### src/rtl/stack_executor_pkg.sv
// Shared opcodes, FSM state type and per-opcode occupancy rules for stack_executor.
package stack_executor_pkg;

   localparam logic [3:0] OP_NOP   = 4'd0;
   localparam logic [3:0] OP_PUSHI = 4'd1;
   localparam logic [3:0] OP_DROP  = 4'd2;
   localparam logic [3:0] OP_DUP   = 4'd3;
   localparam logic [3:0] OP_OVER  = 4'd4;
   localparam logic [3:0] OP_SWAP  = 4'd5;
   localparam logic [3:0] OP_ADD   = 4'd6;
   localparam logic [3:0] OP_SUB   = 4'd7;
   localparam logic [3:0] OP_AND   = 4'd8;
   localparam logic [3:0] OP_OR    = 4'd9;
   localparam logic [3:0] OP_XOR   = 4'd10;

   typedef enum logic [1:0] {
      IDLE  = 2'd0,
      POP   = 2'd1,
      PUSH  = 2'd2,
      PUSH2 = 2'd3
   } state_t;

   // need: minimum occupancy; room: command grows the stack and needs a free slot
   typedef struct packed {
      logic       legal;
      logic [1:0] need;
      logic       room;
   } occ_t;

   function automatic occ_t op_occupancy(input logic [3:0] op);
      occ_t occ;
      occ.legal = 1'b1;
      occ.need  = 2'd0;
      occ.room  = 1'b0;
      case (op)
         OP_NOP:   occ.need = 2'd0;
         OP_PUSHI: occ.room = 1'b1;
         OP_DROP:  occ.need = 2'd1;
         OP_DUP: begin
            occ.need = 2'd1;
            occ.room = 1'b1;
         end
         OP_OVER: begin
            occ.need = 2'd2;
            occ.room = 1'b1;
         end
         OP_SWAP, OP_ADD, OP_SUB, OP_AND, OP_OR, OP_XOR: occ.need = 2'd2;
         default:  occ.legal = 1'b0;
      endcase
      return occ;
   endfunction

endpackage

### src/rtl/stack_executor_alu.sv
// Combinational result generator for stack_executor.
// STACK_EXECUTOR_CARRY_EN: when defined, ADD/SUB put carry/borrow in the flag bit.
module stack_executor_alu
   import stack_executor_pkg::*;
#(
   parameter int WIDTH = 16
) (
   input  logic [3:0]     op,
   input  logic [WIDTH:0] p0,
   input  logic [WIDTH:0] p1,
   output logic [WIDTH:0] result
);

`ifdef STACK_EXECUTOR_CARRY_EN
   localparam logic CARRY_EN = 1'b1;
`else
   localparam logic CARRY_EN = 1'b0;
`endif

   logic [WIDTH:0] sum_s;
   logic [WIDTH:0] diff_s;

   // Arithmetic on the data field; the extra top bit of sum/diff is carry/borrow
   always_comb begin
      sum_s  = {1'b0, p1[WIDTH-1:0]} + {1'b0, p0[WIDTH-1:0]};
      diff_s = {1'b0, p1[WIDTH-1:0]} - {1'b0, p0[WIDTH-1:0]};
      case (op)
         OP_DUP, OP_SWAP: result = p0;
         OP_OVER:         result = p1;
         OP_ADD:          result = {sum_s[WIDTH] & CARRY_EN, sum_s[WIDTH-1:0]};
         OP_SUB:          result = {diff_s[WIDTH] & CARRY_EN, diff_s[WIDTH-1:0]};
         OP_AND:          result = p1 & p0;
         OP_OR:           result = p1 | p0;
         OP_XOR:          result = p1 ^ p0;
         default:         result = '0;
      endcase
   end

endmodule

### src/rtl/stack_executor.sv
// Command sequencer driving an operand stack's push/pop port with occupancy checking.
// Optional carry/borrow flag on ADD/SUB via STACK_EXECUTOR_CARRY_EN (see stack_executor_alu).
module stack_executor
   import stack_executor_pkg::*;
#(
   parameter int WIDTH = 16,
   parameter int DEPTH = 127
) (
   input  logic                         clk,
   input  logic                         rst,
   input  logic                         cmd_valid,
   output logic                         cmd_ready,
   input  logic [3:0]                   cmd_op,
   input  logic [WIDTH:0]               cmd_imm,
   input  logic [WIDTH:0]               preview0,
   input  logic [WIDTH:0]               preview1,
   output logic                         push,
   output logic [2:0]                   pop,
   output logic [WIDTH:0]               push_data,
   output logic [$clog2(DEPTH+1)-1:0]   depth,
   output logic                         err
);

   localparam int DW = $clog2(DEPTH + 1);
   localparam logic [DW-1:0] DEPTH_MAX = DW'(DEPTH);

   state_t         state_r, state_s;
   logic [3:0]     op_r, op_s;
   logic [WIDTH:0] res_r, res_s;
   logic [WIDTH:0] res2_r, res2_s;
   logic           push_r, push_s;
   logic [2:0]     pop_r, pop_s;
   logic [WIDTH:0] push_data_r, push_data_s;
   logic [DW-1:0]  depth_r, depth_s;
   logic           err_r, err_s;
   logic           cmd_ready_r;
   logic [WIDTH:0] alu_res_s;
   occ_t           occ_s;
   logic           reject_s;

   stack_executor_alu #(.WIDTH(WIDTH)) u_alu (
      .op     (cmd_op),
      .p0     (preview0),
      .p1     (preview1),
      .result (alu_res_s)
   );

   // Occupancy check of the offered command against the current depth
   always_comb begin
      occ_s    = op_occupancy(cmd_op);
      reject_s = !occ_s.legal
                 || (depth_r < DW'(occ_s.need))
                 || (occ_s.room && (depth_r == DEPTH_MAX));
   end

   // Next-state and next-output logic; outputs describe the cycle being entered
   always_comb begin
      state_s     = state_r;
      op_s        = op_r;
      res_s       = res_r;
      res2_s      = res2_r;
      push_s      = 1'b0;
      pop_s       = 3'd0;
      push_data_s = push_data_r;
      depth_s     = depth_r;
      err_s       = 1'b0;
      case (state_r)
         IDLE: begin
            if (cmd_valid) begin
               if (reject_s) begin
                  err_s = 1'b1;
               end else begin
                  op_s   = cmd_op;
                  res_s  = alu_res_s;
                  res2_s = preview1;
                  case (cmd_op)
                     OP_NOP: state_s = IDLE;
                     OP_PUSHI: begin
                        state_s     = PUSH;
                        push_s      = 1'b1;
                        push_data_s = cmd_imm;
                        depth_s     = depth_r + DW'(1);
                     end
                     OP_DUP, OP_OVER: begin
                        state_s     = PUSH;
                        push_s      = 1'b1;
                        push_data_s = alu_res_s;
                        depth_s     = depth_r + DW'(1);
                     end
                     OP_DROP: begin
                        state_s = POP;
                        pop_s   = 3'd1;
                        depth_s = depth_r - DW'(1);
                     end
                     default: begin
                        state_s = POP;
                        pop_s   = 3'd2;
                        depth_s = depth_r - DW'(2);
                     end
                  endcase
               end
            end else begin
               state_s = IDLE;
            end
         end
         POP: begin
            if (op_r == OP_DROP) begin
               state_s = IDLE;
            end else begin
               state_s     = PUSH;
               push_s      = 1'b1;
               push_data_s = res_r;
               depth_s     = depth_r + DW'(1);
            end
         end
         PUSH: begin
            if (op_r == OP_SWAP) begin
               state_s     = PUSH2;
               push_s      = 1'b1;
               push_data_s = res2_r;
               depth_s     = depth_r + DW'(1);
            end else begin
               state_s = IDLE;
            end
         end
         PUSH2:   state_s = IDLE;
         default: state_s = IDLE;
      endcase
   end

   // State and output registers
   always_ff @(posedge clk) begin
      if (rst) begin
         state_r     <= IDLE;
         op_r        <= OP_NOP;
         res_r       <= '0;
         res2_r      <= '0;
         push_r      <= 1'b0;
         pop_r       <= 3'd0;
         push_data_r <= '0;
         depth_r     <= '0;
         err_r       <= 1'b0;
         cmd_ready_r <= 1'b1;
      end else begin
         state_r     <= state_s;
         op_r        <= op_s;
         res_r       <= res_s;
         res2_r      <= res2_s;
         push_r      <= push_s;
         pop_r       <= pop_s;
         push_data_r <= push_data_s;
         depth_r     <= depth_s;
         err_r       <= err_s;
         cmd_ready_r <= (state_s == IDLE);
      end
   end

   assign cmd_ready = cmd_ready_r;
   assign push      = push_r;
   assign pop       = pop_r;
   assign push_data = push_data_r;
   assign depth     = depth_r;
   assign err       = err_r;

endmodule

### config.mk
export PLATFORM = sky130hd
export DESIGN_NAME = stack_executor
export DESIGN_NICKNAME = d
export VERILOG_FILES = /design/src/rtl/stack_executor_pkg.sv /design/src/rtl/stack_executor_alu.sv /design/src/rtl/stack_executor.sv
export SDC_FILE = /design/constraint.sdc
export NUM_CORES = 1
export LEC_CHECK = 0
export ABC_AREA = 0
export ABC_CLOCK_PERIOD_IN_PS = 3700
export BUFFER_PORTS_ARGS = -buffer_cell sky130_fd_sc_hd__buf_2
export CAP_MARGIN = 20
export CORE_ASPECT_RATIO = 0.75
export CORE_MARGIN = 1
export CORE_UTILIZATION = 46
export DETAILED_ROUTE_END_ITERATION = 16
export GPL_TIMING_DRIVEN = 0
export PLACE_DENSITY = 0.72
export SYNTH_ARGS = -nofsm -noshare
export SYNTH_HDL_FRONTEND = slang
export SYNTH_HIERARCHICAL = 1
export SYNTH_SLANG_ARGS = --single-unit
### constraint.sdc
create_clock -name clk -period 3.7 [get_ports clk]
set_input_delay 0.185 -clock clk [delete_from_list [all_inputs] [get_ports clk]]
set_output_delay 0.185 -clock clk [all_outputs]
set_load 0.005 [all_outputs]
==> out/results.ini <==
[outcome]
status=finished, final reports clean

[place]
routabilityCongestion=0.8938
dp_hpwl_um=13170
pre_cts_ws_ns=-0.6026
io_buffers=85

[setup_path]
crit_chain=buf_2, buf_2, and3b_2, and2_1, clkbuf_4, a41oi_1, xnor2_1, ha_1, a21o_1, a31o_2, a31oi_4, o21bai_1, xnor2_1, o21ai_0, mux2_2, o211ai_1, a21oi_1
r2r_setup_slack_ns=0.95
ff2ff_path_depth=9
crit_family=compound AO/OA/AOI/OAI gates
crit_required_ns=3.90
cp_slowest_cell=ha_1
crit_arrival_ns=3.72
crit_type=in -> reg
reg2reg_to=push_data[12]
r2r-start=state_r[0]
start_kind=input pin
slowest_delay_ns=0.40
cp_max_fo=10
path_buf_inv=3
cp-end-kind=flop

[global_route]
grt_pass1_vias=5197
antenna_found_initial=0
grt-ovfl-total=0
grt_pass1_wl_um=27310
grt_usage=0.2633
grt_max_degree=12

[power_and_ir_drop]
p_comb_frac=0.483
p_int_mw=2.339
switching_share=0.3988
power_leakage_nw=2.900
p_seq_frac=0.273
ir_drop_v=0.0003299
p_clk_frac=0.243
finalPower_mw=3.891
p_sw_mw=1.552
powerDensity_nw_per_um2=570.9

[sta]
finalCriticalPeriod_ns=3.522
hold_slack_ns=0.1421
hold_violations=0
drv_slew=0
max_slew_margin=0.2524
fin_ws_ns=0.1777
worst_slew_pin_slew_ns=1.119
period_share=0.9520
setup_violations=0
finalClockSkew_ns=0.004852
fmax_ghz=0.2839

[cells_and_area]
fill_cells=1159
nNetsFinal=924
postLayoutCoreUtil=0.5538
drive_above_1_share=0.1978
diodes=0
syn_to_final_growth_pct=17.39

[clock_tree]
cts_root_buf=clkbuf_16
hold_buffers=0
cts_buffers=9
cts_tree=done
clock_path_buffers=2
worstSkewPairLatency_ns=0.34
cts.sink_count=69
clkTransAtPathRegs_ns=0.05
cts-htree-levels=3

[route]
first_iter_violations=472
vias_per_cell=6.017
wl_per_cell_um=17.61
vias=5867
first_pass_iters=5
antenna_left=0
detail_route.wirelength_um=17170
route.detailed.drc=0

[yosys]
synth-simple-area-share=0.1688
yosys.area_share.adder=0.1349
syn-num-nets=827
seq_area_frac_synth=0.2379
syn_area_per_cell_um2=8.212
synth_ff_type=dfxtp_1
synth-compound-area-share=0.2554
synth-xor-area-share=0.04073
yosysWarnings=6
synthArstFlopShare=0
ys_ff_latch=69
muxShareOfSynthArea=0.1002
synth_edf_count=0
synth_area_um2=5806
synth_top_family_by_area=compound AO/OA/AOI/OAI gates
syn_inst=707
synthDistinctLibCells=76

[floorplanning]
initial_core_util=0.4718
ios=88
std_cell_rows=35
coreArea_um2=12310
die_area_um2=13080
die_w_um=131.7
die_h_um=99.29

[hold_path]
hold_class=in -> reg
holdCritStartpoint=preview1[0]
hold_depth=3
whs_endpoint=res2_r[0]

[run]
max_cap_viol_count=0

-- through the flow --
stage | instances | cell area [um2] | TNS [ns]
after floorplan | 707 | 5806 | 0
after global placement | 958 | 6439 | -4.770
after detailed placement | 958 | 6439 | -5.418
after CTS | 973 | 6769 | 0
after global routing | 975 | 6815 | -0.01148
final | 975 | 6815 | 0
-- power groups by stage --
stage               combinational (mW)  sequential, mW  clock, mW
global placement                  1.80            1.07          0
finish                            1.88            1.06      0.947
CTS                               1.84            1.06      0.953
detailed placement                1.82            1.07          0
floorplan                         1.32            1.05          0
global route                      2.08            1.09      0.990
-- repair_timing --
action	in CTS	in global routing
setup endpoints to repair	7	6
gates resized for setup	2	7
buffers inserted	0	2
-- Yosys cell counts, drive strengths merged (3+ instances only) --
cell | n | share of area
or3 | 3 | 0.0032
nand2 | 60 | 0.039
nor3b | 6 | 0.0086
or2 | 4 | 0.0043
mux2i | 39 | 0.067
buf | 17 | 0.015
mux2 | 17 | 0.033
a222oi | 3 | 0.0052
and2 | 3 | 0.0032
o21ai | 41 | 0.035
nor3 | 11 | 0.010
nand4 | 5 | 0.0054
nand3 | 8 | 0.0069
a21oi | 57 | 0.049
a21o | 5 | 0.0065
clkbuf | 26 | 0.017
dfxtp | 69 | 0.24
a221o | 26 | 0.045
ha | 61 | 0.13
or4 | 4 | 0.0058
o22ai | 3 | 0.0032
a211o | 3 | 0.0045
a31oi | 9 | 0.011
a22oi | 6 | 0.0078
o2111ai | 5 | 0.0097
nor2 | 55 | 0.036
a211oi | 3 | 0.0039
nor4b | 6 | 0.012
o211ai | 25 | 0.033
nand3b | 3 | 0.0039
xnor2 | 22 | 0.033
o31ai | 4 | 0.0060
nand2b | 8 | 0.0086
xor2 | 5 | 0.0075
nor4 | 3 | 0.0058
inv | 46 | 0.030
-- tightest hold or removal path, cell delays in order --
cell and delay, ns:
buf_2 0.11, mux2i_1 0.07, nor2_1 0.07
-- kinds of logic after synthesis --
logic type / after synthesis
XOR/XNOR: 27
AND/OR/NAND/NOR: 190
AO/OA/AOI/OAI: 213
adder cells (fa/ha/maj): 62
buffers and inverters: 89
multiplexers: 56
other: 1
flip-flops: 69
-- how the worst max path moves through the flow --
stage,start,end,depth (start not counted)
finish,cmd_op[1],push_data[11],17
global route,cmd_op[1],push_data[9],17
CTS,cmd_op[1],push_data[15],17
detailed placement,cmd_op[1],push_data[15],18
global placement,cmd_op[1],push_data[11],18
floorplan,cmd_op[1],push_data[15],17
-- registers in the layout, summed over array words and instances, names as in the netlist --
name and flops:
cmd_ready 1, push_data 17, pop 2, depth 7, res_r 17, err 1, op_r 4, res2_r 17
push 1, state_r 2
-- metal layers --
metal,global-route usage,wire [um],vias to the layer above
met2,0.3932,7186,252
met3,0.04689,1286,17
met1,0.3883,8540,2794
met5,0,0,-
li1,-,-,2804
met4,0.06530,157,0
-- placed cells by master (no fill, tap or decap), drive strengths merged, types with 5 or more instances in the layout --
master and n:
a21oi 57, a221o 26, nand2b 8, a31oi 9, nand4 5, dfxtp 69
o21ai 41, ha 61, nor2 55, a21o 5, o2111ai 5, inv 46
nor3b 6, nand2 60, xor2 5, mux2 17, xnor2 22, a22oi 6
mux2i 39, o211ai 25, buf 103, nand3 8, nor3 11, nor4b 6
clkbuf 38
-- layout make-up --
cell class | count | area (um2) | share of cell area
Clock inverter | 4 | 70.07 | 0.01028
Buffer | 42 | 182.7 | 0.02680
Sequential cell | 69 | 1381 | 0.2027
Clock buffer | 12 | 256.5 | 0.03764
Tap cell | 166 | 207.7 | 0.03048
Multi-Input combinational cell | 549 | 4104 | 0.6022
Timing Repair Buffer | 87 | 440.4 | 0.06462
Inverter | 46 | 172.7 | 0.02534
(Power assumes the default switching activity.)
